## src/rtl/serial_slave_port_pkg.sv

```systemverilog
// Shared definitions for the serial slave port: FSM states, transfer modes
// and a small width helper.
package serial_slave_port_pkg;

  typedef enum logic [2:0] {
    IDLE,
    ADDR,
    WDATA,
    MEM_WRITE,
    MEM_READ,
    SPLIT_WAIT,
    RDATA_SEND
  } state_e;

  localparam logic MODE_READ  = 1'b0;
  localparam logic MODE_WRITE = 1'b1;

  function automatic int unsigned max_u(input int unsigned a, input int unsigned b);
    return (a > b) ? a : b;
  endfunction

endpackage

```

## src/rtl/serial_slave_port_if.sv

```systemverilog
// Bit-serial system bus between a master-side port and a slave-side port.
interface serial_slave_port_if;

  logic swdata;
  logic smode;
  logic mvalid;
  logic srdata;
  logic svalid;
  logic sready;
  logic ssplit;
  logic split_grant;

  modport master (
    output swdata, smode, mvalid, split_grant,
    input  srdata, svalid, sready, ssplit
  );

  modport slave (
    input  swdata, smode, mvalid, split_grant,
    output srdata, svalid, sready, ssplit
  );

endinterface

```

## src/rtl/serial_shift_rx.sv

```systemverilog
// Serial-to-parallel shifter, LSB first. 'done' flags the cycle in which the
// final bit is being shifted in; the counter rewinds for the next word.
module serial_shift_rx #(
  parameter int unsigned WIDTH = 8,
  parameter int unsigned CNT_W = 4
) (
  input  logic             clk,
  input  logic             rstn,
  input  logic             en,
  input  logic             din,
  output logic [WIDTH-1:0] data,
  output logic             done
);

  logic [CNT_W-1:0] cnt;

  assign done = en && (cnt == CNT_W'(WIDTH - 1));

  // Shift a bit in from the top on each enabled cycle and count it.
  always_ff @(posedge clk or negedge rstn) begin
    if (!rstn) begin
      cnt  <= '0;
      data <= '0;
    end else if (en) begin
      data <= (data >> 1) | (WIDTH'(din) << (WIDTH - 1));
      cnt  <= done ? '0 : cnt + 1'b1;
    end
  end

endmodule

```

## src/rtl/serial_slave_port.sv

```systemverilog
// Responder end of the bit-serial system bus. Deserialises address/write data
// into a parallel memory request and serialises read data back to the bus.
// Optional split transactions: define SERIAL_SLAVE_PORT_SPLIT_EN.
module serial_slave_port
  import serial_slave_port_pkg::*;
#(
  parameter int unsigned ADDR_WIDTH    = 12,
  parameter int unsigned DATA_WIDTH    = 8,
  parameter int unsigned SPLIT_LATENCY = 4
) (
  input  logic                  clk,
  input  logic                  rstn,
  serial_slave_port_if.slave    bus,
  output logic [ADDR_WIDTH-1:0] mem_addr,
  output logic [DATA_WIDTH-1:0] mem_wdata,
  output logic                  mem_wen,
  output logic                  mem_ren,
  input  logic [DATA_WIDTH-1:0] mem_rdata,
  input  logic                  mem_rvalid
);

  localparam int unsigned CNT_W  = $clog2(max_u(ADDR_WIDTH, DATA_WIDTH) + 1);
  localparam int unsigned WAIT_W = $clog2(SPLIT_LATENCY + 1);

  state_e                state_q, state_d;
  state_e                after_addr;
  logic                  mode_q, cur_mode;
  logic                  addr_en, addr_done;
  logic                  wdat_en, wdat_done;
  logic                  rd_capture;
  logic                  tx_last;
  logic [CNT_W-1:0]      tx_cnt;
  logic [WAIT_W-1:0]     wait_cnt;
  logic [DATA_WIDTH-1:0] rdata_q;
  logic                  mem_ren_q;

  // Mode is taken straight from the bus on the first bit, latched afterwards.
  assign cur_mode = (state_q == IDLE) ? bus.smode : mode_q;
  assign addr_en  = bus.mvalid && ((state_q == IDLE) || (state_q == ADDR));
  assign wdat_en  = bus.mvalid && (state_q == WDATA);
  assign tx_last  = (tx_cnt == CNT_W'(DATA_WIDTH - 1));
  assign mem_ren  = mem_ren_q;

  // The shift registers double as mem_addr/mem_wdata: each holds its last
  // word until the next transaction starts shifting into it.
  serial_shift_rx #(.WIDTH(ADDR_WIDTH), .CNT_W(CNT_W)) u_addr_rx (
    .clk  (clk),
    .rstn (rstn),
    .en   (addr_en),
    .din  (bus.swdata),
    .data (mem_addr),
    .done (addr_done)
  );

  serial_shift_rx #(.WIDTH(DATA_WIDTH), .CNT_W(CNT_W)) u_wdat_rx (
    .clk  (clk),
    .rstn (rstn),
    .en   (wdat_en),
    .din  (bus.swdata),
    .data (mem_wdata),
    .done (wdat_done)
  );

`ifdef SERIAL_SLAVE_PORT_SPLIT_EN
  logic held_q, grant_q;

  assign rd_capture = mem_rvalid &&
                      ((state_q == MEM_READ) || ((state_q == SPLIT_WAIT) && !held_q));

  // Remember read data and grant independently while the bus is released.
  always_ff @(posedge clk or negedge rstn) begin
    if (!rstn) begin
      held_q  <= 1'b0;
      grant_q <= 1'b0;
    end else if (state_q != SPLIT_WAIT) begin
      held_q  <= 1'b0;
      grant_q <= 1'b0;
    end else begin
      if (mem_rvalid)      held_q  <= 1'b1;
      if (bus.split_grant) grant_q <= 1'b1;
    end
  end
`else
  logic unused_split_grant;

  assign unused_split_grant = bus.split_grant;
  assign rd_capture         = mem_rvalid && (state_q == MEM_READ);
`endif

  // FSM state register.
  always_ff @(posedge clk or negedge rstn) begin
    if (!rstn) state_q <= IDLE;
    else       state_q <= state_d;
  end

  // Next-state and bus-side outputs.
  always_comb begin
    state_d    = state_q;
    after_addr = (cur_mode == MODE_WRITE) ? WDATA : MEM_READ;
    bus.sready = 1'b0;
    bus.svalid = 1'b0;
    bus.ssplit = 1'b0;
    mem_wen    = 1'b0;
    case (state_q)
      IDLE: begin
        bus.sready = 1'b1;
        if (bus.mvalid) state_d = addr_done ? after_addr : ADDR;
      end
      ADDR: begin
        if (addr_done) state_d = after_addr;
      end
      WDATA: begin
        if (wdat_done) state_d = MEM_WRITE;
      end
      MEM_WRITE: begin
        mem_wen = 1'b1;
        state_d = IDLE;
      end
      MEM_READ: begin
        if (mem_rvalid) state_d = RDATA_SEND;
`ifdef SERIAL_SLAVE_PORT_SPLIT_EN
        else if (wait_cnt == WAIT_W'(SPLIT_LATENCY)) begin
          state_d    = SPLIT_WAIT;
          bus.ssplit = 1'b1;
        end
`endif
      end
      SPLIT_WAIT: begin
`ifdef SERIAL_SLAVE_PORT_SPLIT_EN
        if ((held_q || mem_rvalid) && (grant_q || bus.split_grant)) state_d = RDATA_SEND;
`else
        state_d = IDLE;
`endif
      end
      RDATA_SEND: begin
        bus.svalid = 1'b1;
        if (tx_last) state_d = IDLE;
      end
      default: state_d = IDLE;
    endcase
    bus.srdata = bus.svalid & rdata_q[0];
  end

  // Mode latch, read strobe, wait counter and read-data serialiser.
  always_ff @(posedge clk or negedge rstn) begin
    if (!rstn) begin
      mode_q    <= MODE_READ;
      mem_ren_q <= 1'b0;
      wait_cnt  <= '0;
      rdata_q   <= '0;
      tx_cnt    <= '0;
    end else begin
      if ((state_q == IDLE) && bus.mvalid) mode_q <= bus.smode;
      mem_ren_q <= addr_done && (cur_mode == MODE_READ);
      if (state_q != MEM_READ)
        wait_cnt <= '0;
      else if (!mem_rvalid && (wait_cnt != WAIT_W'(SPLIT_LATENCY)))
        wait_cnt <= wait_cnt + 1'b1;
      if (rd_capture)
        rdata_q <= mem_rdata;
      else if (state_q == RDATA_SEND)
        rdata_q <= rdata_q >> 1;
      if (state_q == RDATA_SEND) tx_cnt <= tx_last ? '0 : tx_cnt + 1'b1;
    end
  end

endmodule

```

## src/flat_wrapper.sv

```systemverilog
// flat-port wrapper written by rule: the top's interface ports become plain ports
module serial_slave_port_flat import serial_slave_port_pkg::*;
#(
  parameter int unsigned ADDR_WIDTH    = 12,
  parameter int unsigned DATA_WIDTH    = 8,
  parameter int unsigned SPLIT_LATENCY = 4
)
  (clk, rstn, mem_addr, mem_wdata, mem_wen, mem_ren, mem_rdata, mem_rvalid, bus_swdata, bus_smode, bus_mvalid, bus_split_grant, bus_srdata, bus_svalid, bus_sready, bus_ssplit);
  serial_slave_port_if bus_i ();
  input  logic clk;
  input  logic rstn;
  output logic [ADDR_WIDTH-1:0] mem_addr;
  output logic [DATA_WIDTH-1:0] mem_wdata;
  output logic mem_wen;
  output logic mem_ren;
  input  logic [DATA_WIDTH-1:0] mem_rdata;
  input  logic mem_rvalid;
  input wire logic [$bits(bus_i.swdata)-1:0] bus_swdata;
  input wire logic [$bits(bus_i.smode)-1:0] bus_smode;
  input wire logic [$bits(bus_i.mvalid)-1:0] bus_mvalid;
  input wire logic [$bits(bus_i.split_grant)-1:0] bus_split_grant;
  output wire logic [$bits(bus_i.srdata)-1:0] bus_srdata;
  output wire logic [$bits(bus_i.svalid)-1:0] bus_svalid;
  output wire logic [$bits(bus_i.sready)-1:0] bus_sready;
  output wire logic [$bits(bus_i.ssplit)-1:0] bus_ssplit;
  assign bus_i.swdata = bus_swdata;
  assign bus_i.smode = bus_smode;
  assign bus_i.mvalid = bus_mvalid;
  assign bus_i.split_grant = bus_split_grant;
  assign bus_srdata = bus_i.srdata;
  assign bus_svalid = bus_i.svalid;
  assign bus_sready = bus_i.sready;
  assign bus_ssplit = bus_i.ssplit;
  serial_slave_port #(.ADDR_WIDTH(ADDR_WIDTH), .DATA_WIDTH(DATA_WIDTH), .SPLIT_LATENCY(SPLIT_LATENCY)) u_core (.clk(clk), .rstn(rstn), .bus(bus_i), .mem_addr(mem_addr), .mem_wdata(mem_wdata), .mem_wen(mem_wen), .mem_ren(mem_ren), .mem_rdata(mem_rdata), .mem_rvalid(mem_rvalid));
endmodule
```

## config.mk

```make
export PLATFORM = sky130hd
export DESIGN_NAME = serial_slave_port_flat
export DESIGN_NICKNAME = d
export VERILOG_FILES = /design/src/rtl/serial_slave_port_pkg.sv /design/src/rtl/serial_slave_port_if.sv /design/src/rtl/serial_shift_rx.sv /design/src/rtl/serial_slave_port.sv /design/src/flat_wrapper.sv
export SDC_FILE = /design/constraint.sdc
export NUM_CORES = 1
export LEC_CHECK = 0
export CAP_MARGIN = 0
export CELL_PAD_IN_SITES_DETAIL_PLACEMENT = 1
export CELL_PAD_IN_SITES_GLOBAL_PLACEMENT = 1
export CORE_MARGIN = 3
export CORE_UTILIZATION = 41
export DETAILED_ROUTE_END_ITERATION = 7
export HOLD_SLACK_MARGIN = 0.05
export PLACE_DENSITY = 0.9
export SYNTH_ARGS = -nofsm -noshare
export SYNTH_HDL_FRONTEND = slang
export SYNTH_HIERARCHICAL = 1
export SYNTH_SLANG_ARGS = --single-unit
export TNS_END_PERCENT = 1
```

## constraint.sdc

```tcl
create_clock -name clk -period 2.7 [get_ports clk]
set_input_delay 0.54 -clock clk [delete_from_list [all_inputs] [get_ports clk]]
set_output_delay 0.54 -clock clk [all_outputs]
set_load 0.03 [all_outputs]
```

Word level (Yosys, flattened, before mapping)
Cells that the tools add are included.
{"block": "word_totals", "regBits": 45, "latchBits": 0, "mem_bits_rw": 0, "rom_bits": 0, "output_inout_bits": 26, "word_cells": 57, "n_memories": 0}
{"block": "op_classes", "add_sub_neg": 3, "n_mul": 0, "div_mod_pow": 0, "order_cmp": 0, "n_eq_ne": 13, "shift": 0, "muxes": 17, "bitwise_logic": 4, "n_reduce_logical": 11}
{"operator": "3-bit 2-to-1 mux", "count": 7}
{"operator": "8-bit 2-to-1 mux", "count": 2}
{"operator": "3-bit case mux with 5 select lines", "count": 1}
{"operator": "4-bit by 1-bit adder with 4-bit output (second input constant)", "count": 3}
{"operator": "4-bit 2-to-1 mux", "count": 3}
{"operator": "11-bit by 12-bit bitwise OR with 12-bit output", "count": 1}
{"operator": "4-bit by 3-bit == test with 1-bit output (second input constant)", "count": 2}
{"operator": "7-bit by 8-bit bitwise OR with 8-bit output", "count": 1}
{"operator": "1-bit logical AND", "count": 7}
{"operator": "3-bit by 2-bit == test with 1-bit output (second input constant)", "count": 2}
{"operator": "3-bit == test (second input constant)", "count": 2}
{"operator": "2-bit != test (second input constant)", "count": 3}
{"operator": "5-bit AND reduction", "count": 1}
{"operator": "4-bit == test (second input constant)", "count": 1}
{"operator": "1-bit 2-to-1 mux", "count": 4}
{"operator": "2-bit by 1-bit != test with 1-bit output (second input constant)", "count": 2}
{"operator": "3-bit by 1-bit == test with 1-bit output (second input constant)", "count": 1}
{"operator": "3-bit zero test", "count": 1}
{"operator": "2-bit nonzero test", "count": 1}
{"operator": "1-bit bitwise AND", "count": 1}
{"operator": "1-bit logical OR", "count": 1}
{"operator": "1-bit inverter", "count": 1}

Longest topological paths before layout
{"block": "logic_depth", "depth_word": 7, "mapped_depth": 11}

Hierarchy
The synthesis kept the hierarchy.
{"module": "serial_slave_port", "instances": 1, "cells_per_inst": 99, "area_each_um2": 929.6}
{"module": "serial_shift_rx at u_core.u_addr_rx", "instances": 1, "cells_per_inst": 46, "area_each_um2": 700.7}
{"module": "serial_shift_rx at u_core.u_wdat_rx", "instances": 1, "cells_per_inst": 33, "area_each_um2": 503.0}

Least setup slack after synthesis
OpenSTA, ideal clock, no wires.
{"block": "synth_path", "path_kind": "reg2reg", "from": "register u_core.state_q[2]", "to": "register u_core.state_q[1]", "setup_time_ns": 0.104, "arrival_time_ns": 1.978, "required_ns": 2.596, "path_slack_ns": 0.618, "path_stages_with_launch": 11, "n_path_buf": 2, "path_cell_list": "dfrtp_1 buf_2 inv_2 nand2_1 nor2_1 buf_6 nand2_1 nor3b_1 a21oi_1 o32a_1 o311ai_1"}
{"block": "synth_via", "elab_chain_len": 7, "word_cells_on_any_way": 22, "classes_between": "9 x eq/ne; 6 x mux; 7 x reduce/logical"}
{"item": "start: declaration", "line": "serial_slave_port.sv:25", "rtl": "state_e state_q, state_d;"}
{"item": "start signal: assignment", "line": "serial_slave_port.sv:93", "rtl": "else state_q <= state_d;"}
{"item": "3-bit by 1-bit == test with 1-bit output / 3-bit zero test (equally long branches)", "line": "serial_slave_port.sv:39", "rtl": "assign addr_en = bus.mvalid && ((state_q == IDLE) || (state_q == ADDR));"}
{"item": "1-bit logical OR (*)", "line": "serial_slave_port.sv:39"}
{"item": "1-bit logical AND (*)", "line": "serial_slave_port.sv:39"}
{"item": "net u_core.addr_en", "line": "serial_slave_port.sv:28", "rtl": "logic addr_en, addr_done;"}
{"item": "1-bit logical AND (*)", "line": "serial_shift_rx.sv:17", "rtl": "assign done = en && (cnt == CNT_W'(WIDTH - 1));"}
{"item": "net u_core.addr_done", "line": "serial_slave_port.sv:28"}
{"item": "3-bit 2-to-1 mux (2 in a row)", "line": "serial_slave_port.sv:107", "rtl": "if (bus.mvalid) state_d = addr_done ? after_addr : ADDR;"}
{"item": "3-bit case mux with 5 select lines", "line": "serial_slave_port.sv:104", "rtl": "case (state_q)"}
The timed path passes the listed nets; every way through them passes the cells marked *. The select of a mux whose other input is x is not followed.
A chain may end at the register's enable or synchronous reset.

Worst setup path after layout
{"block": "layout_path", "from": "register u_core.state_q[0]", "to": "output bus_svalid"}
{"block": "layout_via", "elab_chain_len": 2}
{"item": "3-bit == test", "line": "serial_slave_port.sv:104"}
{"item": "1-bit 2-to-1 mux", "line": "serial_slave_port.sv:104"}
{"item": "end: declaration", "line": "flat_wrapper.sv:23", "rtl": "output wire logic [$bits(bus_i.svalid)-1:0] bus_svalid;"}
Every way passes these cells.

==> summary.md <==
| Metric | Value |
|---|---|
| Placed wire-length estimate | `~3.3 mm` |
| # Max-Cap Violations | `0` |
| Gate Count Post-Synth | `178` |
| Hold_buf cts | `0` |
| Clock Skews | `1.75 ps` |
| Final setup viols | `0` |
| DR WL/cell | `16.0 um` |
| Cts bufs inserted | `5` |
| Number of antenna violations at the first check in global routing | `0` |
| Row count | `25` |
| Hold Path Class | `input pin to async pin` |
| Largest net degree at the start of global routing | `25` |
| Grt met2 use | `0.289` |
| Worst setup SP type | `register` |
| Synth cell types | `44` |
| Total power | `2.77 mW` |
| Clock Latency Late Sink | `290 ps` |
| Diode count | `0` |
| Crit share post-route | `0.960` |
| CP max FO | `11` |
| WL final | `4.60 mm` |
| Via-to-Cell Ratio | `a little over 5` |
| Tightest hold margin | `202 ps` |
| Net Count, Synth | `between 150 and 200` |
| Iter 0 DRT Violations | `43` |
| FFs w/ async S/R, synth | `1.00` |
| M1 GR Usage | `0.203` |
| WP data arrival | `2050 ps` |
| Total Neg Setup Slack | `0 ps` |
| CP endpoint kind | `primary output` |
| EDFF count, synth | `0` |
| Worst R2R Path Depth | `9` |
| Synthesis Warnings | `6` |
| Area of the die | `0.00610 sq mm` |
| Sink Count | `45` |
| Layout cells sized above 1 | `0.217` |
| Worst vdd ir | `591 uV` |
| Global placer's final weighted congestion | `0.812` |
| Fin util | `0.544` |
| RSZ-0062 raised after global routing | `false` |
| Postcts setup bufs | `0` |
| Pwr dens | `between 1000 and 1500 mW/mm^2` |
| Fin crit period | `2590 ps` |
| Met3 GRT Util | `0.0356` |
| CP Data Required Time | `2160 ps` |
| Top Usage Layer GRT | `met2` |
| Register area share after synthesis | `0.528` |
| Syn-to-layout area delta | `24.3%` |
| Flops & latches, synth | `45` |
| IO Port Bufs | `38` |
| Chip height | `78.1 um` |
| Initial Util | `0.437` |
| Routed vias | `1482` |
| Vias in the first global route | `1622` |
| Drt pass-1 iters | `4` |
| Post-CTS Resized | `0` |
| Syn Area/Cell | `about 12 sq um` |
| H-Tree Depth | `2` |
| Drt drc | `0` |
| IO Pins | `41` |
| Leakage | `1.19 nW` |
| Final slew viol count | `0` |
| Synth Flop Type | `dfrtp_1` |
| Post-Syn Area | `between 0.002 and 0.0025 sq mm` |
| WS Path Type | `register to primary output` |
| Dominant cells by area after synthesis | `dfrtp_1, mux2_2, mux2_4` |
| Die width | `78.1 um` |
| Clock root buffer | `clkbuf_8` |
| Clock transition at path regs | `80 ps` |
| Final ANT Viol Nets | `0` |
| Longest Clk Path Bufs | `2` |
| Final #Nets | `238` |
| Grt total ovfl | `0` |
| Yosys top cell area share | `0.528` |
| Tot GR Track Use | `0.166` |
| Leading area contributor after synthesis | `dfrtp_1` |
| CTS tree | `yes` |
| Global-route wire length before repair | `7.92 mm` |
| Endpoints failing hold | `0` |
| F_max | `0.386 GHz` |
| Status | `finished, final reports clean` |
| Core Area | `0.00488 sq mm` |
## report_power, final
part,internal [mW],switching [mW]
Combinational,0.577,0.566
Sequential,0.933,0.246
Clock,0.231,0.216
Total,1.74,1.03
## stage by stage
stage,setup slack (ps),std cells,cell area [sq um]
2_1_floorplan,618,178,2130
3_3_place_gp,296,280,2550
3_5_place_dp,208,280,2550
4_1_cts,92.3,288,2650
5_1_grt,16.6,288,2650
6_report,108,288,2650
## kinds of logic after synthesis
logic type	count (synthesis)	share of synthesized area
flops	45	0.528
other cells	1	0.00176
simple gates	55	0.143
compound gates	28	0.0798
xor+xnor	2	0.00821
mux	31	0.172
fa+ha+maj	3	0.0176
buf+inv	13	0.0493
## synthesized netlist by cell type, types with 2 or more instances
library cell,n
nor3b_1,3
inv_1,2
mux2_1,2
nand2b_1,3
a21oi_1,5
mux2i_1,6
nand2_1,20
ha_1,3
o311ai_1,2
o21ai_1,8
mux2_4,7
nor2_1,8
buf_6,3
nand2_2,2
buf_2,2
a221o_1,2
nand3_1,2
xnor2_1,2
buf_4,4
mux2_2,16
o21ai_0,7
dfrtp_1,45
and3_1,3
## worst max-delay path, cell delays in order (launching register included)
cell and delay, ps:
dfrtp_1 520, nor2b_4 230, nand2_2 70, inv_1 220
clkdlybuf4s50_1 720
## final cells by class
cell class                      count  area, sq um
Fill cell                         536         2230
Sequential cell                    45         1130
Multi-Input combinational cell    120          902
Timing Repair Buffer               45          428
Clock buffer                        7         96.3
Tap cell                           67         83.8
Inverter                            3         11.3
Clock inverter                      1         5.00
## layout by cell type, fill, tap and decap left out, types with 2 or more instances in the layout
| cell | n |
|---|---|
| xnor2_1 | 2 |
| nand2_1 | 20 |
| dfrtp_1 | 45 |
| o21ai_1 | 8 |
| clkbuf_8 | 7 |
| mux2_1 | 2 |
| o311ai_1 | 2 |
| nand2b_1 | 3 |
| mux2_2 | 16 |
| nand2_2 | 2 |
| mux2i_1 | 6 |
| a221o_1 | 2 |
| buf_4 | 7 |
| clkdlybuf4s50_1 | 37 |
| nand3_1 | 2 |
| o21ai_0 | 7 |
| and3_1 | 3 |
| a21oi_1 | 5 |
| nor3b_1 | 3 |
| ha_1 | 3 |
| mux2_4 | 7 |
| nor2_1 | 8 |
| inv_1 | 2 |
## flip-flops by register name, indices dropped and copies added, names as in the netlist
signal                 cells
u_core/u_wdat_rx/data      8
u_core/state_q             3
u_core/tx_cnt              4
u_core/u_addr_rx/cnt       4
u_core/rdata_q             8
u_core/u_wdat_rx/cnt       4
u_core/mem_ren             1
u_core/u_addr_rx/data     12
u_core/mode_q              1
## layer usage
layer  up-vias  part of all wire
li1        699                 -
met1       758              0.43
met2        20              0.53
met3         5             0.023
met4         0             0.014
met5         -                 0
## worst paths after layout
| kind | startpoint | end | slack, ps |
|---|---|---|---|
| max in group asynchronous | rstn | u_core/tx_cnt[0] | 1800 |
| worst min register to register | u_core/tx_cnt[2] | u_core/tx_cnt[2] | 500 |
| worst max register to register | u_core/state_q[2] | u_core/state_q[1] | 620 |
| worst max-delay path | u_core/state_q[0] | bus_svalid | 110 |
| min in group clk | u_core/tx_cnt[2] | u_core/tx_cnt[2] | 500 |
| worst min-delay path | rstn | u_core/state_q[1] | 200 |
Power figures use the tool's default switching activity.
